==> config.mk <==
export PLATFORM = sky130hd
export DESIGN_NAME = operand_fetch_stage_flat
export DESIGN_NICKNAME = d
export VERILOG_FILES = /design/src/rtl/operand_fetch_stage_if.sv /design/src/rtl/operand_fetch_stage.sv /design/src/flat_wrapper.sv
export SDC_FILE = /design/constraint.sdc
export NUM_CORES = 1
export LEC_CHECK = 0
export ABC_CLOCK_PERIOD_IN_PS = 8320
export BUFFER_PORTS_ARGS = -buffer_cell sky130_fd_sc_hd__buf_4
export CAP_MARGIN = 20
export CORE_MARGIN = 2
export CORE_UTILIZATION = 53
export CTS_CLUSTER_SIZE = 16
export DETAILED_ROUTE_END_ITERATION = 6
export PLACE_DENSITY = 0.95
export SYNTH_ARGS = -nofsm -noshare
export SYNTH_HDL_FRONTEND = slang
export SYNTH_SLANG_ARGS = --single-unit
==> constraint.sdc <==
create_clock -name clk -period 8.32 [get_ports clk]
set_clock_uncertainty 0.2 [all_clocks]
set_input_delay 1.664 -clock clk [delete_from_list [all_inputs] [get_ports clk]]
set_output_delay 1.664 -clock clk [all_outputs]
set_load 0.02 [all_outputs]
==> src/rtl/operand_fetch_stage_if.sv <==
// rtl/operand_fetch_stage_if.sv - fetch/regfile/writeback/execute signal bundle for operand_fetch_stage
interface operand_fetch_stage_if #(
    parameter int XLEN = 32
);
    // upstream instruction handshake
    logic            in_valid;
    logic            in_ready;
    logic [31:0]     in_instr;
    logic [XLEN-1:0] in_pc;

    // register-file read port (asynchronous data)
    logic [4:0]      rf_addr1;
    logic [4:0]      rf_addr2;
    logic [XLEN-1:0] rf_data1;
    logic [XLEN-1:0] rf_data2;

    // writeback retirement
    logic            wb_valid;
    logic [4:0]      wb_rd;
    logic [XLEN-1:0] wb_data;

    // branch redirect
    logic            flush;

    // execute-side handshake and payload
    logic            out_valid;
    logic            out_ready;
    logic [XLEN-1:0] out_pc;
    logic [31:0]     out_instr;
    logic [XLEN-1:0] out_rs1_val;
    logic [XLEN-1:0] out_rs2_val;
    logic [4:0]      out_rd;
    logic            out_rd_wen;
    logic            out_illegal;

    // environment side: fetch, register file, writeback and execute
    modport master (
        output in_valid, in_instr, in_pc,
        output rf_data1, rf_data2,
        output wb_valid, wb_rd, wb_data,
        output flush, out_ready,
        input  in_ready, rf_addr1, rf_addr2,
        input  out_valid, out_pc, out_instr, out_rs1_val, out_rs2_val,
        input  out_rd, out_rd_wen, out_illegal
    );

    // stage side
    modport slave (
        input  in_valid, in_instr, in_pc,
        input  rf_data1, rf_data2,
        input  wb_valid, wb_rd, wb_data,
        input  flush, out_ready,
        output in_ready, rf_addr1, rf_addr2,
        output out_valid, out_pc, out_instr, out_rs1_val, out_rs2_val,
        output out_rd, out_rd_wen, out_illegal
    );
endinterface

==> src/rtl/operand_fetch_stage.sv <==
// rtl/operand_fetch_stage.sv - RV32I decode/operand-fetch stage with pending-destination scoreboard (optional writeback forwarding: OFS_WB_FORWARD_EN)
module operand_fetch_stage #(
    parameter int XLEN         = 32,
    parameter bit FLUSH_CLR_SB = 1'b1
) (
    input  logic                 clk,
    input  logic                 rst,
    operand_fetch_stage_if.slave bus
);

    localparam logic [6:0] OPC_LUI    = 7'b0110111;
    localparam logic [6:0] OPC_AUIPC  = 7'b0010111;
    localparam logic [6:0] OPC_JAL    = 7'b1101111;
    localparam logic [6:0] OPC_JALR   = 7'b1100111;
    localparam logic [6:0] OPC_LOAD   = 7'b0000011;
    localparam logic [6:0] OPC_OPIMM  = 7'b0010011;
    localparam logic [6:0] OPC_BRANCH = 7'b1100011;
    localparam logic [6:0] OPC_STORE  = 7'b0100011;
    localparam logic [6:0] OPC_OP     = 7'b0110011;

    logic [6:0]      opcode;
    logic [4:0]      rs1;
    logic [4:0]      rs2;
    logic [4:0]      rd;
    logic            uses_rs1;
    logic            uses_rs2;
    logic            uses_rd;
    logic            illegal;
    logic            rd_wen;
    logic            fwd1;
    logic            fwd2;
    logic            haz1;
    logic            haz2;
    logic            waw;
    logic            stall;
    logic            ready;
    logic            accept;
    logic [XLEN-1:0] op1;
    logic [XLEN-1:0] op2;
    logic [31:0]     pending;
    logic [31:0]     pending_nxt;

    assign opcode = bus.in_instr[6:0];
    assign rd     = bus.in_instr[11:7];
    assign rs1    = bus.in_instr[19:15];
    assign rs2    = bus.in_instr[24:20];

    // The register file is addressed straight from the raw fields; unused
    // sources are masked on the data side instead.
    assign bus.rf_addr1 = rs1;
    assign bus.rf_addr2 = rs2;

    // Classify the opcode into which register fields it actually uses
    always_comb begin
        uses_rs1 = 1'b0;
        uses_rs2 = 1'b0;
        uses_rd  = 1'b0;
        illegal  = 1'b0;
        case (opcode)
            OPC_LUI, OPC_AUIPC, OPC_JAL: begin
                uses_rd = 1'b1;
            end
            OPC_JALR, OPC_LOAD, OPC_OPIMM: begin
                uses_rs1 = 1'b1;
                uses_rd  = 1'b1;
            end
            OPC_BRANCH, OPC_STORE: begin
                uses_rs1 = 1'b1;
                uses_rs2 = 1'b1;
            end
            OPC_OP: begin
                uses_rs1 = 1'b1;
                uses_rs2 = 1'b1;
                uses_rd  = 1'b1;
            end
            default: begin
                illegal = 1'b1;
            end
        endcase
    end

    assign rd_wen = uses_rd && (rd != 5'd0);

`ifdef OFS_WB_FORWARD_EN
    // A retiring writeback to a source register satisfies it this cycle.
    assign fwd1 = uses_rs1 && (rs1 != 5'd0) && bus.wb_valid && (bus.wb_rd == rs1);
    assign fwd2 = uses_rs2 && (rs2 != 5'd0) && bus.wb_valid && (bus.wb_rd == rs2);
`else
    // Without forwarding the stage waits for the register file to be updated.
    assign fwd1 = 1'b0;
    assign fwd2 = 1'b0;
`endif

    assign haz1  = uses_rs1 && (rs1 != 5'd0) && pending[rs1] && !fwd1;
    assign haz2  = uses_rs2 && (rs2 != 5'd0) && pending[rs2] && !fwd2;
    assign waw   = rd_wen && pending[rd];
    assign stall = bus.in_valid && (haz1 || haz2 || waw);

    // Ready depends on the decoded instruction itself, so it is combinational
    // from in_instr by design.
    assign ready        = !rst && !bus.flush && !stall && (!bus.out_valid || bus.out_ready);
    assign bus.in_ready = ready;
    assign accept       = bus.in_valid && ready;

    // Pick each operand: zero when unused or x0, forwarded value on a hit,
    // otherwise the register-file read data.
    always_comb begin
        op1 = bus.rf_data1;
        op2 = bus.rf_data2;
        if (!uses_rs1 || (rs1 == 5'd0)) begin
            op1 = '0;
        end else if (fwd1) begin
            op1 = bus.wb_data;
        end
        if (!uses_rs2 || (rs2 == 5'd0)) begin
            op2 = '0;
        end else if (fwd2) begin
            op2 = bus.wb_data;
        end
    end

    // Next scoreboard: writeback and flush clear, accept sets; the set is
    // applied last so it wins over a same-index clear.
    always_comb begin
        pending_nxt = pending;
        if (bus.wb_valid && (bus.wb_rd != 5'd0)) begin
            pending_nxt[bus.wb_rd] = 1'b0;
        end
        if (FLUSH_CLR_SB && bus.flush && bus.out_valid && bus.out_rd_wen) begin
            pending_nxt[bus.out_rd] = 1'b0;
        end
        if (accept && rd_wen) begin
            pending_nxt[rd] = 1'b1;
        end
        pending_nxt[0] = 1'b0;
    end

    // Scoreboard register
    always_ff @(posedge clk) begin
        if (rst) begin
            pending <= '0;
        end else begin
            pending <= pending_nxt;
        end
    end

    // Output pipeline register toward execute; holds while execute stalls
    always_ff @(posedge clk) begin
        if (rst) begin
            bus.out_valid   <= 1'b0;
            bus.out_pc      <= '0;
            bus.out_instr   <= '0;
            bus.out_rs1_val <= '0;
            bus.out_rs2_val <= '0;
            bus.out_rd      <= '0;
            bus.out_rd_wen  <= 1'b0;
            bus.out_illegal <= 1'b0;
        end else if (bus.flush) begin
            bus.out_valid <= 1'b0;
        end else if (accept) begin
            bus.out_valid   <= 1'b1;
            bus.out_pc      <= bus.in_pc;
            bus.out_instr   <= bus.in_instr;
            bus.out_rs1_val <= op1;
            bus.out_rs2_val <= op2;
            bus.out_rd      <= rd;
            bus.out_rd_wen  <= rd_wen;
            bus.out_illegal <= illegal;
        end else if (bus.out_valid && bus.out_ready) begin
            bus.out_valid <= 1'b0;
        end
    end

endmodule

==> src/flat_wrapper.sv <==
// flat-port wrapper written by rule: the top's interface ports become plain ports
module operand_fetch_stage_flat 
#(
    parameter int XLEN         = 32,
    parameter bit FLUSH_CLR_SB = 1'b1
)
  (clk, rst, bus_in_valid, bus_in_instr, bus_in_pc, bus_rf_data1, bus_rf_data2, bus_wb_valid, bus_wb_rd, bus_wb_data, bus_flush, bus_out_ready, bus_in_ready, bus_rf_addr1, bus_rf_addr2, bus_out_valid, bus_out_pc, bus_out_instr, bus_out_rs1_val, bus_out_rs2_val, bus_out_rd, bus_out_rd_wen, bus_out_illegal);
  operand_fetch_stage_if #(.XLEN(XLEN)) bus_i ();
  input  logic clk;
  input  logic rst;
  input wire logic [$bits(bus_i.in_valid)-1:0] bus_in_valid;
  input wire logic [$bits(bus_i.in_instr)-1:0] bus_in_instr;
  input wire logic [$bits(bus_i.in_pc)-1:0] bus_in_pc;
  input wire logic [$bits(bus_i.rf_data1)-1:0] bus_rf_data1;
  input wire logic [$bits(bus_i.rf_data2)-1:0] bus_rf_data2;
  input wire logic [$bits(bus_i.wb_valid)-1:0] bus_wb_valid;
  input wire logic [$bits(bus_i.wb_rd)-1:0] bus_wb_rd;
  input wire logic [$bits(bus_i.wb_data)-1:0] bus_wb_data;
  input wire logic [$bits(bus_i.flush)-1:0] bus_flush;
  input wire logic [$bits(bus_i.out_ready)-1:0] bus_out_ready;
  output wire logic [$bits(bus_i.in_ready)-1:0] bus_in_ready;
  output wire logic [$bits(bus_i.rf_addr1)-1:0] bus_rf_addr1;
  output wire logic [$bits(bus_i.rf_addr2)-1:0] bus_rf_addr2;
  output wire logic [$bits(bus_i.out_valid)-1:0] bus_out_valid;
  output wire logic [$bits(bus_i.out_pc)-1:0] bus_out_pc;
  output wire logic [$bits(bus_i.out_instr)-1:0] bus_out_instr;
  output wire logic [$bits(bus_i.out_rs1_val)-1:0] bus_out_rs1_val;
  output wire logic [$bits(bus_i.out_rs2_val)-1:0] bus_out_rs2_val;
  output wire logic [$bits(bus_i.out_rd)-1:0] bus_out_rd;
  output wire logic [$bits(bus_i.out_rd_wen)-1:0] bus_out_rd_wen;
  output wire logic [$bits(bus_i.out_illegal)-1:0] bus_out_illegal;
  assign bus_i.in_valid = bus_in_valid;
  assign bus_i.in_instr = bus_in_instr;
  assign bus_i.in_pc = bus_in_pc;
  assign bus_i.rf_data1 = bus_rf_data1;
  assign bus_i.rf_data2 = bus_rf_data2;
  assign bus_i.wb_valid = bus_wb_valid;
  assign bus_i.wb_rd = bus_wb_rd;
  assign bus_i.wb_data = bus_wb_data;
  assign bus_i.flush = bus_flush;
  assign bus_i.out_ready = bus_out_ready;
  assign bus_in_ready = bus_i.in_ready;
  assign bus_rf_addr1 = bus_i.rf_addr1;
  assign bus_rf_addr2 = bus_i.rf_addr2;
  assign bus_out_valid = bus_i.out_valid;
  assign bus_out_pc = bus_i.out_pc;
  assign bus_out_instr = bus_i.out_instr;
  assign bus_out_rs1_val = bus_i.out_rs1_val;
  assign bus_out_rs2_val = bus_i.out_rs2_val;
  assign bus_out_rd = bus_i.out_rd;
  assign bus_out_rd_wen = bus_i.out_rd_wen;
  assign bus_out_illegal = bus_i.out_illegal;
  operand_fetch_stage #(.XLEN(XLEN), .FLUSH_CLR_SB(FLUSH_CLR_SB)) u_core (.clk(clk), .rst(rst), .bus(bus_i));
endmodule
Yosys cells after proc, flatten, opt, wreduce, memory -nomap -nowiden
Cells that the tools add are included.
{ "classes": {"bitwise": 6, "mul": 0, "magnitude_cmp": 8, "eq_ne": 9, "mux": 23, "n_reduce_logical": 43, "shifts": 0, "add_sub_neg": 0, "div": 0} }
{ "ops": {"columns": ["operator", "n"], "rows": [
  ["32-bit 2-to-1 mux", 5],
  ["32-bit bitwise AND", 2],
  ["32-bit NOT", 2],
  ["32-bit bitwise OR", 1],
  ["5-bit by 6-bit less-than comparator with 1-bit output (second input constant)", 5],
  ["7-bit by 6-bit equality test with 1-bit output (second input constant)", 3],
  ["7-bit equality test (second input constant)", 3],
  ["5-bit nonzero test", 4],
  ["1-bit logical AND", 19],
  ["1-bit binary-select mux with 5-bit select", 3],
  ["1-bit demux with 5-bit select", 3],
  ["5-bit by 1-bit greater-or-equal comparator with 1-bit output (second input constant)", 3],
  ["7-bit by 5-bit equality test with 1-bit output (second input constant)", 2],
  ["1-bit 2-to-1 mux", 12],
  ["5-bit logical NOT", 2],
  ["9-bit OR reduction", 1],
  ["7-bit by 2-bit equality test with 1-bit output (second input constant)", 1],
  ["7-bit OR reduction", 1],
  ["1-bit logical NOT", 6],
  ["6-bit OR reduction", 1],
  ["1-bit logical OR", 5],
  ["3-bit OR reduction", 1],
  ["2-bit AND reduction", 1],
  ["2-bit nonzero test", 1],
  ["other kinds (2)", 2]
]} }
{ "word_totals": {"latchBits": 0, "ram_bits": 0, "register_bits": 168, "inputBits": 171, "n_memories": 0, "mem_bits_ro": 0, "output_inout_bits": 147} }

Longest topological paths before layout
Gate-level depths: netlist of run 1.
{ "logic_depth": {"word_depth": 14, "ltp_mapped": 11, "ltp_nobuf": 7} }

Worst setup path before layout of run 1
OpenSTA, ideal clock, no wires.
{ "synth_path": {"path_kind": "input port to output port", "startpoint": "input bus_in_instr[20]", "endpoint": "output bus_in_ready", "arrival_ps": 3648, "stages": 7, "setup_slack_ps": 2808, "cell_sequence": "clkbuf_1 > mux4_2 > o22ai_1 > a211oi_1 > nor4_4 > nand2_1 > a21boi_0"} }
{ "synth_between": {"elab_chain_len": 9} }
{ "synth_lines": {"columns": ["item", "line", "text"], "rows": [
  ["from (decl)", "flat_wrapper.sv:12", "input wire logic [$bits(bus_i.in_instr)-1:0] bus_in_instr;"],
  ["1-bit binary-select mux with 5-bit select or 5-bit nonzero test (tied branches)", "operand_fetch_stage.sv:95", "assign haz2 = uses_rs2 && (rs2 != 5'd0) && pending[rs2] && !fwd2;"],
  ["1-bit 2-to-1 mux (implied by the code) or 1-bit logical AND (tied branches)", "operand_fetch_stage.sv:95", null],
  ["1-bit logical AND *", "operand_fetch_stage.sv:95", null],
  ["1-bit logical OR * (2 in series)", "operand_fetch_stage.sv:97", "assign stall = bus.in_valid && (haz1 || haz2 || waw);"],
  ["1-bit logical AND *", "operand_fetch_stage.sv:97", null],
  ["1-bit logical NOT *", "operand_fetch_stage.sv:101", "assign ready = !rst && !bus.flush && !stall && (!bus.out_valid || bus.out_ready);"],
  ["1-bit logical AND * (2 in series)", "operand_fetch_stage.sv:101", null],
  ["to (decl)", "flat_wrapper.sv:21", "output wire logic [$bits(bus_i.in_ready)-1:0] bus_in_ready;"]
]} }
Every way passes the cells marked *; elsewhere a longest branch is shown, timed or not. The select of a mux whose other input is x is not followed.

Worst setup path in the final report of run 1
{ "layout_path": {"startpoint": "input bus_in_instr[8]", "endpoint": "output bus_in_ready"} }
{ "layout_between": {"elab_chain_len": 8} }
{ "layout_lines": {"columns": ["item", "line", "text"], "rows": [
  ["1-bit binary-select mux with 5-bit select or 5-bit nonzero test (tied branches)", "operand_fetch_stage.sv:96, operand_fetch_stage.sv:82", null],
  ["1-bit 2-to-1 mux (implied by the code) or 1-bit logical AND (tied branches)", "operand_fetch_stage.sv:96, operand_fetch_stage.sv:82", null],
  ["1-bit logical AND *", "operand_fetch_stage.sv:96", "assign waw = rd_wen && pending[rd];"],
  ["1-bit logical OR *", "operand_fetch_stage.sv:97", null],
  ["1-bit logical AND *", "operand_fetch_stage.sv:97", null],
  ["1-bit logical NOT *", "operand_fetch_stage.sv:101", null],
  ["1-bit logical AND * (2 in series)", "operand_fetch_stage.sv:101", null]
]} }
Marked as above.

==> flow_summary.json, run 1 <==
{
  "run_status": "finished clean",
  "vias": 7462,
  "pwr-share-clk_pct": 42.3,
  "tns_ps": 0,
  "synth_edf_count": 0,
  "grt_pass1_vias": 7084,
  "worstSetupPathType": "input port to primary output",
  "tightestPinTransition_ps": 1020,
  "cts_tree": "built",
  "min_period_over_period_pct": 71.8,
  "wirelength_mm": 25.8,
  "start_util_pct": 54.3,
  "wl_per_cell_um": 19.6,
  "met2_usage_pct": 48.7,
  "ir_drop_v": 0.000140,
  "swShare_pct": 25.7,
  "grt_first_pass_wirelength_mm": 38.0,
  "final_cell_mix": "buf_4, dfxtp_1, nand2_1",
  "drv_slew": 0,
  "core-area_um2": 15300,
  "ys_seq_area_share_pct": 39.2,
  "rsz0062_at_grt": "false",
  "period_minus_slack_ps": 5970,
  "overflow": 0,
  "netlist_area_um2": 8280,
  "die_height_um": 129,
  "cts_setup_buffers": 0,
  "diodes": 0,
  "cp.required_ps": 6460,
  "hold_viol_final": 0,
  "clock_tree.root_cell": "clkbuf_16",
  "cp_max_fo": 13,
  "critical_path_arrival_ps": 4110,
  "die-width_um": 129,
  "fin_area_um2": 10900,
  "dpl_cell_area_um2": 10300,
  "yosysUniqueCellTypes": 51,
  "drtIter0Drc": 791,
  "clock.fmax_mhz": 167,
  "row_count": 45,
  "synth_cells": 860,
  "final_core_util_pct": 71.7,
  "p_sw_uw": 472,
  "grt_max_degree": 112,
  "p_leak_nw": 4.98,
  "synthArstFlopShare_pct": 0,
  "yosys_warnings": 0,
  "track_usage_pct": 29.6,
  "crit_path_end_kind": "primary output",
  "clockBufferDepth": 2,
  "layout_commonest_cell": "buf_4",
  "holdCritPathClass": "register to register",
  "drive_above_1_share_pct": 34.2,
  "drc": 0,
  "dr.pass1.iters": 7,
  "seqPwrFrac_pct": 44.2,
  "clk_latency_ps": 430,
  "finalNetCount": 1260,
  "grt_use_met3_pct": 9.52,
  "timing.final.ws_setup_ps": 2350,
  "ios": 318,
  "ys_seq_elements": 162,
  "via_per_inst": 5.68,
  "nFillCells": 1076,
  "syn_nets": 1031,
  "area_delta_synth_final_pct": 32.2,
  "antenna_found_initial": 0,
  "post-dp-hpwl_mm": 18.2,
  "slew_headroom_pct": 32.0,
  "cts_hold_buf": 0,
  "cts-resized-gates": 0,
  "dieArea_um2": 16600,
  "gp_congestion": 1.00,
  "grt_busiest_layer": "met2",
  "setup_viol": 0,
  "cts.sinks": 162,
  "yosys_most_used_dff": "dfxtp_1",
  "grt_use_met1_pct": 34.8,
  "ant_nets": 0,
  "p_int_mw": 1.36,
  "place.port_buffers": 285,
  "clkSlewWorstSetupHoldPaths_ps": 60,
  "syn_area_per_cell_um2": 9.63,
  "startpoint_type": "input port",
  "cts_made_buffers": 17,
  "place_ws_ps": 2410,
  "pwr-share-comb_pct": 13.5,
  "power_per_cell_area_nw_per_um2": 168,
  "htree_levels": 4,
  "drv_cap": 0
}
-- through the flow --
stage          power [mW]  hold slack [ps]  instances
2_1_floorplan       0.959              349        860
3_3_place_gp         1.06              261       1280
3_5_place_dp         1.07              266       1280
4_1_cts              1.84              277       1312
5_1_grt              1.89              293       1313
6_report             1.83              275       1313
-- power groups by stage --
stage	logic [mW]	clock network (mW)	registers (mW)
2_1_floorplan	0.113	0	0.846
6_report	0.248	0.776	0.810
3_5_place_dp	0.245	0	0.826
5_1_grt	0.261	0.816	0.811
4_1_cts	0.246	0.781	0.809
3_3_place_gp	0.240	0	0.824
-- per-layer routing --
metal | share of wire [%] | vias up
li1 | - | 3430
met1 | 37 | 3444
met2 | 47 | 494
met3 | 11 | 94
met4 | 4.6 | 0
met5 | 0 | -
-- flip-flops by register name, indices dropped and copies added (netlist names), 4 cells and up --
| signal | count |
|---|---|
| u_core.bus.out_pc | 32 |
| u_core.bus.out_rs2_val | 32 |
| u_core.bus.out_rs1_val | 32 |
| u_core.pending | 31 |
| u_core.bus.out_rd | 4 |
| u_core.bus.out_instr | 28 |
-- synth_stat cells (all sizes together) (2+ instances only) --
| cell | number | area (um2) |
|---|---|---|
| mux2i | 78 | 781 |
| nand2 | 109 | 409 |
| nand2b | 77 | 482 |
| or3 | 4 | 25.0 |
| nand3b | 19 | 143 |
| nor2 | 15 | 56.3 |
| clkbuf | 43 | 161 |
| nor3b | 2 | 15.0 |
| o21ai | 36 | 180 |
| a311oi | 3 | 26.3 |
| nor2b | 98 | 613 |
| mux4 | 15 | 338 |
| mux2 | 65 | 845 |
| nor3 | 9 | 45.0 |
| and3 | 2 | 12.5 |
| o22ai | 2 | 12.5 |
| nor4 | 4 | 40.0 |
| buf | 37 | 258 |
| a21oi | 3 | 15.0 |
| o221ai | 31 | 272 |
| nand4 | 2 | 12.5 |
| a211oi | 4 | 30.0 |
| a2111oi | 2 | 18.8 |
| or2 | 3 | 18.8 |
| and4b | 2 | 20.0 |
| inv | 7 | 26.3 |
| dfxtp | 162 | 3240 |
| nand3 | 12 | 60.1 |
-- final timing paths --
| kind | startpoint | end | slack (ps) | cells past startpoint |
|---|---|---|---|---|
| max | bus_in_instr[8] | bus_in_ready | 2350 | 8 |
| min | u_core.bus.out_rs1_val[29] | u_core.bus.out_rs1_val[29] | 270 | 2 |
| max reg2reg | u_core.pending[22] | u_core.bus.out_instr[28] | 4670 | 8 |
| min reg2reg | u_core.bus.out_rs1_val[29] | u_core.bus.out_rs1_val[29] | 270 | 2 |
-- critical path, cell delays in order --
cell	delay, ps
buf_4	180
nor2_1	680
a221oi_1	250
and4b_1	310
nor4_4	340
nand2_1	110
a21boi_0	340
buf_4	220
-- logic make-up after synthesis --
kind of cell           synth area share [%]
AOI/OAI and AO/OA                      7.77
buffers and inverters                  5.38
DFF                                    39.2
muxes                                  23.7
and+or+nand+nor                        24.0
-- cell type report --
cell class | instances | area (um2) | area share (%)
tap | 211 | 264 | 2.41
inverter | 7 | 26.3 | 0.240
clock inverter | 11 | 119 | 1.09
sequential | 162 | 3240 | 29.6
timing repair buffer | 290 | 2210 | 20.2
multi-input combinational | 611 | 4610 | 42.1
clock buffer | 21 | 470 | 4.30
No activity file was read; power rests on OpenSTA's default activity.
==> inputs of run 2 (changes only) <==
ABC_CLOCK_PERIOD_IN_PS = 5200   (was 8320)
CORE_UTILIZATION = 45   (was 53)
PLACE_DENSITY = 0.88   (was 0.95)
clock period = 5.2 ns   (was 8.32 ns; I/O delays follow)
==> run 2 against run 1 <==
  * Worst setup slack worse by 1700 ps
  * Via count is 0.17% lower
  * Combinational power is 62% higher
  * Register-to-register slack worse by 2800 ps
  * Die area is 17% higher
  * Largest cell class unchanged
  * Largest power group unchanged
==> flow_summary.json, run 2 (same netlist as run 1, synthesis figures left out) <==
{
  "power_mw": 2.94,
  "period_minus_slack_ps": 4560,
  "rsz0062_at_grt": "false",
  "swShare_pct": 26.5,
  "setup_viol": 0,
  "critical_path_arrival_ps": 3320,
  "cts_hold_buf": 0,
  "grt_first_pass_wirelength_mm": 40.2,
  "cts_setup_buffers": 0,
  "timing.final.ws_setup_ps": 639,
  "ios": 318,
  "ir_drop_v": 0.000207,
  "multi_input_area_um2": 4610,
  "cp.required_ps": 3960,
  "clk_latency_ps": 420,
  "place_ws_ps": 726,
  "hold_viol_final": 0,
  "area_delta_synth_final_pct": 33.2,
  "finalNetCount": 1266,
  "cp_max_fo": 13,
  "clockBufferDepth": 2,
  "slew_headroom_pct": 33.2,
  "clock.fmax_mhz": 219,
  "final_cell_mix": "buf_4, dfxtp_1, nand2_1",
  "diodes": 0,
  "post-dp-hpwl_mm": 18.3,
  "htree_levels": 4,
  "startpoint_type": "input port",
  "crit_path_end_kind": "primary output",
  "layout_commonest_cell": "buf_4",
  "p_sw_uw": 781,
  "worstSetupPathType": "input port to primary output",
  "dp.cells": 1305,
  "tightestPinTransition_ps": 1000,
  "drtIter0Drc": 785,
  "tns_ps": 0,
  "core-area_um2": 18000,
  "grt_pass1_vias": 7505,
  "wl_per_cell_um": 19.3,
  "clkSlewWorstSetupHoldPaths_ps": 60,
  "seq_area_um2": 3240,
  "p_int_mw": 2.16,
  "run_status": "finished clean",
  "pwr-share-clk_pct": 42.3,
  "p_leak_nw": 5.03,
  "antenna_found_initial": 0,
  "cts-resized-gates": 0,
  "overflow": 0,
  "wirelength_mm": 25.8,
  "row_count": 49,
  "nFillCells": 1460,
  "drive_above_1_share_pct": 34.7,
  "power_per_cell_area_nw_per_um2": 267,
  "cts_tree": "built",
  "final_core_util_pct": 61.2,
  "reg.largest.list": "u_core.bus.out_pc (32), u_core.bus.out_rs1_val (32), u_core.bus.out_rs2_val (32)",
  "grt_max_degree": 179,
  "vias": 7449,
  "fin_area_um2": 11000,
  "dpl_cell_area_um2": 10500,
  "place.port_buffers": 285,
  "dieArea_um2": 19500,
  "ant_nets": 0,
  "track_usage_pct": 25.9,
  "start_util_pct": 45.9,
  "dr.pass1.iters": 5,
  "cts_made_buffers": 17,
  "drv_slew": 0,
  "seqPwrFrac_pct": 44.0,
  "cts.sinks": 162,
  "pwr-share-comb_pct": 13.7,
  "final_cells": 1337,
  "whs_ps": 276,
  "die-width_um": 140,
  "drc": 0,
  "clock_tree.root_cell": "clkbuf_16",
  "holdCritPathClass": "register to register",
  "via_per_inst": 5.57,
  "drv_cap": 0,
  "min_period_over_period_pct": 87.7,
  "die_height_um": 140,
  "gp_congestion": 0.963
}
==> run 2: cell count changes in the layout (fill, tap and decap cells not counted) <==
cell,change
buf_12,+4
inv_6,+4
buf_4,+3
clkinvlp_4,-3
clkbuf_8,-2
clkinv_2,+2
buf_16,-1
clkbuf_1,-1
==> run 2: worst max-delay path, cell delays in order <==
cell	delay, ps
buf_4	230
mux4_2	540
nor3b_1	300
a311oi_1	130
and4b_1	270
nor4_4	310
nand2_1	120
a21boi_0	200
buf_4	180
==> run 2: cell type report <==
type                       count  area share (%)
multi-input combinational    611            41.8
sequential                   162            29.4
timing repair buffer         296            20.7
clock buffer                  18            3.98
tap                          229            2.60
clock inverter                14            1.28
inverter                       7           0.238
==> run 2: worst paths after layout <==
check,to,depth (start not counted),from,slack [ps]
hold / removal,u_core.bus.out_rs1_val[5],2,u_core.bus.out_rs1_val[5],280
setup reg to reg,u_core.pending[12],8,u_core.pending[31],1860
setup / recovery,bus_in_ready,9,bus_in_instr[8],640
hold reg to reg,u_core.bus.out_rs1_val[5],2,u_core.bus.out_rs1_val[5],280
==> run 2: metal layers <==
| layer | global-route usage (%) | wire (um) | up-vias |
|---|---|---|---|
| li1 | - | - | 3437 |
| met1 | 31.5 | 10000 | 3423 |
| met2 | 42.7 | 12000 | 481 |
| met3 | 6.92 | 2620 | 108 |
| met4 | 12.7 | 1110 | 0 |
| met5 | 0 | 0 | - |
==> run 2: power groups by stage <==
| stage | registers (mW) | logic, mW | clock network, mW |
|---|---|---|---|
| after floorplan | 1.35 | 0.181 | 0 |
| after global placement | 1.32 | 0.394 | 0 |
| after detailed placement | 1.32 | 0.399 | 0 |
| after CTS | 1.29 | 0.401 | 1.27 |
| after global routing | 1.30 | 0.426 | 1.32 |
| final | 1.29 | 0.403 | 1.25 |
==> inputs of run 3 (changes only) <==
--- a/config.mk
+++ b/config.mk
@@ -13,5 +13,6 @@
 export CTS_CLUSTER_SIZE = 16
 export DETAILED_ROUTE_END_ITERATION = 6
-export PLACE_DENSITY = 0.88
+export PLACE_DENSITY = 0.84
+export SKIP_CTS_REPAIR_TIMING = 1
 export SYNTH_ARGS = -nofsm -noshare
 export SYNTH_HDL_FRONTEND = slang
==> constraint.sdc (replaced) <==
create_clock -name clk -period 5.2 [get_ports clk]
set_clock_uncertainty 0.2 [all_clocks]
set_input_delay 1.04 -clock clk [delete_from_list [all_inputs] [get_ports clk]]
set_output_delay 1.04 -clock clk [all_outputs]
set_load 0.005 [all_outputs]
==> run 3 against run 2 <==
  * Worst setup slack better by 81 ps
  * Count of clock-buffer cells in the layout is 1 higher
  * First-iteration DRC count is 24% lower
  * Sequential share of layout area is 0.12 points higher
  * Utilization is 0.26 points lower
  * Global-route usage is 0.61 points lower
  * Total power is 3.2% lower
  * Routed wire length is 1.6% lower
==> flow_summary.json, run 3 (same netlist as run 1, synthesis figures left out) <==
{
  "cp_max_fo": 5,
  "clock_tree.root_cell": "clkbuf_16",
  "cts_tree": "built",
  "rsz0062_at_grt": "false",
  "grt_pass1_vias": 7263,
  "rr_startpoint": "u_core.pending[31]",
  "ant_nets": 0,
  "ir_drop_v": 0.000208,
  "clock.fmax_mhz": 223,
  "grt_first_pass_wirelength_mm": 39.5,
  "dp.cells": 1307,
  "cts_made_buffers": 17,
  "critical_path_arrival_ps": 3240,
  "grt_use_met3_pct": 6.47,
  "drc": 0,
  "layout_commonest_cell": "buf_4",
  "min_period_over_period_pct": 86.2,
  "met2_usage_pct": 40.5,
  "slew_headroom_pct": 37.6,
  "cts.sinks": 162,
  "clkSlewWorstSetupHoldPaths_ps": 70,
  "drv_cap": 0,
  "vias": 7404,
  "hold_viol_final": 0,
  "nFillCells": 1512,
  "htree_levels": 4,
  "grt_use_met1_pct": 31.4,
  "period_minus_slack_ps": 4480,
  "tns_ps": 0,
  "hp-start": "u_core.bus.out_rs1_val[15]",
  "overflow": 0,
  "holdPathEnd": "u_core.bus.out_rs1_val[15]",
  "whs_path_depth": 2,
  "final_cells": 1339,
  "startpoint_type": "input port",
  "cp.required_ps": 3960,
  "via_per_inst": 5.53,
  "crit_path_end_kind": "primary output",
  "ios": 318,
  "area_delta_synth_final_pct": 32.7,
  "final_cell_mix": "buf_4, dfxtp_1, nand2_1",
  "reg.largest.list": "u_core.bus.out_pc (32), u_core.bus.out_rs1_val (32), u_core.bus.out_rs2_val (32)",
  "row_count": 49,
  "r2r_end": "u_core.bus.out_instr[29]",
  "die-width_um": 140,
  "multi_input_area_um2": 4610,
  "r2r_cells": 8,
  "post-dp-hpwl_mm": 18.2,
  "run_status": "finished clean",
  "seq_area_um2": 3240,
  "wl_per_cell_um": 18.9,
  "start_util_pct": 45.9,
  "tightestPinTransition_ps": 934,
  "drtIter0Drc": 597,
  "grt_max_degree": 67,
  "holdCritPathClass": "register to register",
  "dieArea_um2": 19500,
  "antenna_found_initial": 0,
  "setup_viol": 0,
  "grt_busiest_layer": "met2",
  "power_per_cell_area_nw_per_um2": 259,
  "drv_slew": 0,
  "dr.pass1.iters": 5,
  "die_height_um": 140,
  "wirelength_mm": 25.4,
  "clockBufferDepth": 2,
  "finalNetCount": 1268,
  "reg2reg_setup_slack_ps": 2130,
  "drive_above_1_share_pct": 34.7,
  "core-area_um2": 18000,
  "clk_latency_ps": 420,
  "place.port_buffers": 285,
  "track_usage_pct": 25.3,
  "p_leak_nw": 5.00,
  "gp_congestion": 0.946,
  "worstSetupPathType": "input port to primary output",
  "diodes": 0
}
## run 3: cell count changes in the layout (fill, tap and decap cells not counted)
cell | before | now
bufinv_16 | 1 | 0
clkinv_4 | 2 | 4
clkbuf_1 | 0 | 1
buf_12 | 5 | 2
clkinvlp_4 | 0 | 2
clkinv_2 | 2 | 0
inv_6 | 7 | 6
inv_8 | 2 | 1
buf_4 | 291 | 296
## run 3: routing by layer
metal	up-vias	wire, um
met5	-	0
met4	0	1090
met3	89	2360
met2	408	11800
met1	3454	10100
li1	3453	-
## run 3: worst max-delay path: stages
cell and delay, ps:
buf_4 130, and3b_1 230, nand4b_1 270, or2_1 320, a2111oi_1 760, nor4_4 150, nand2_1 110, a21boi_0 80
buf_4 140
## run 3: how the worst max path moves through the flow
stage                                start      endpoint  slack, ps  depth (start not counted)
final                      bus_in_instr[3]  bus_in_ready        720                          9
after global routing       bus_in_instr[3]  bus_in_ready        540                          9
after CTS                  bus_in_instr[3]  bus_in_ready        720                          9
after detailed placement   bus_in_instr[3]  bus_in_ready        740                          9
after global placement     bus_in_instr[3]  bus_in_ready        820                          9
after floorplan           bus_in_instr[20]  bus_in_ready       1250                          7
## run 3: power by group
group / leakage [nW] / switching (mW) / internal (mW)
logic: 3.42 / 0.158 / 0.196
registers: 1.31 / 0.0218 / 1.27
clock network: 0.268 / 0.560 / 0.640
total: 5.00 / 0.740 / 2.11
## run 3: per-stage QoR
stage               power [mW]  util, %  setup WS [ps]  cell area (um2)  hold WS (ps)
detailed placement        1.67     57.9            740            10400           266
finish                    2.85     60.9            720            11000           277
global route              2.95     60.9            539            11000           296
global placement          1.67     57.9            820            10400           260
CTS                       2.86     60.9            718            11000           278
floorplan                 1.49        -           1250             8280           268
## run 3: cell type report
cell class	instances	area share, %
Tap cell	229	2.61
Timing Repair Buffer	298	20.6
Sequential cell	162	29.5
Inverter	7	0.239
Clock inverter	13	1.04
Clock buffer	19	4.03
Multi-Input combinational cell	611	42.0
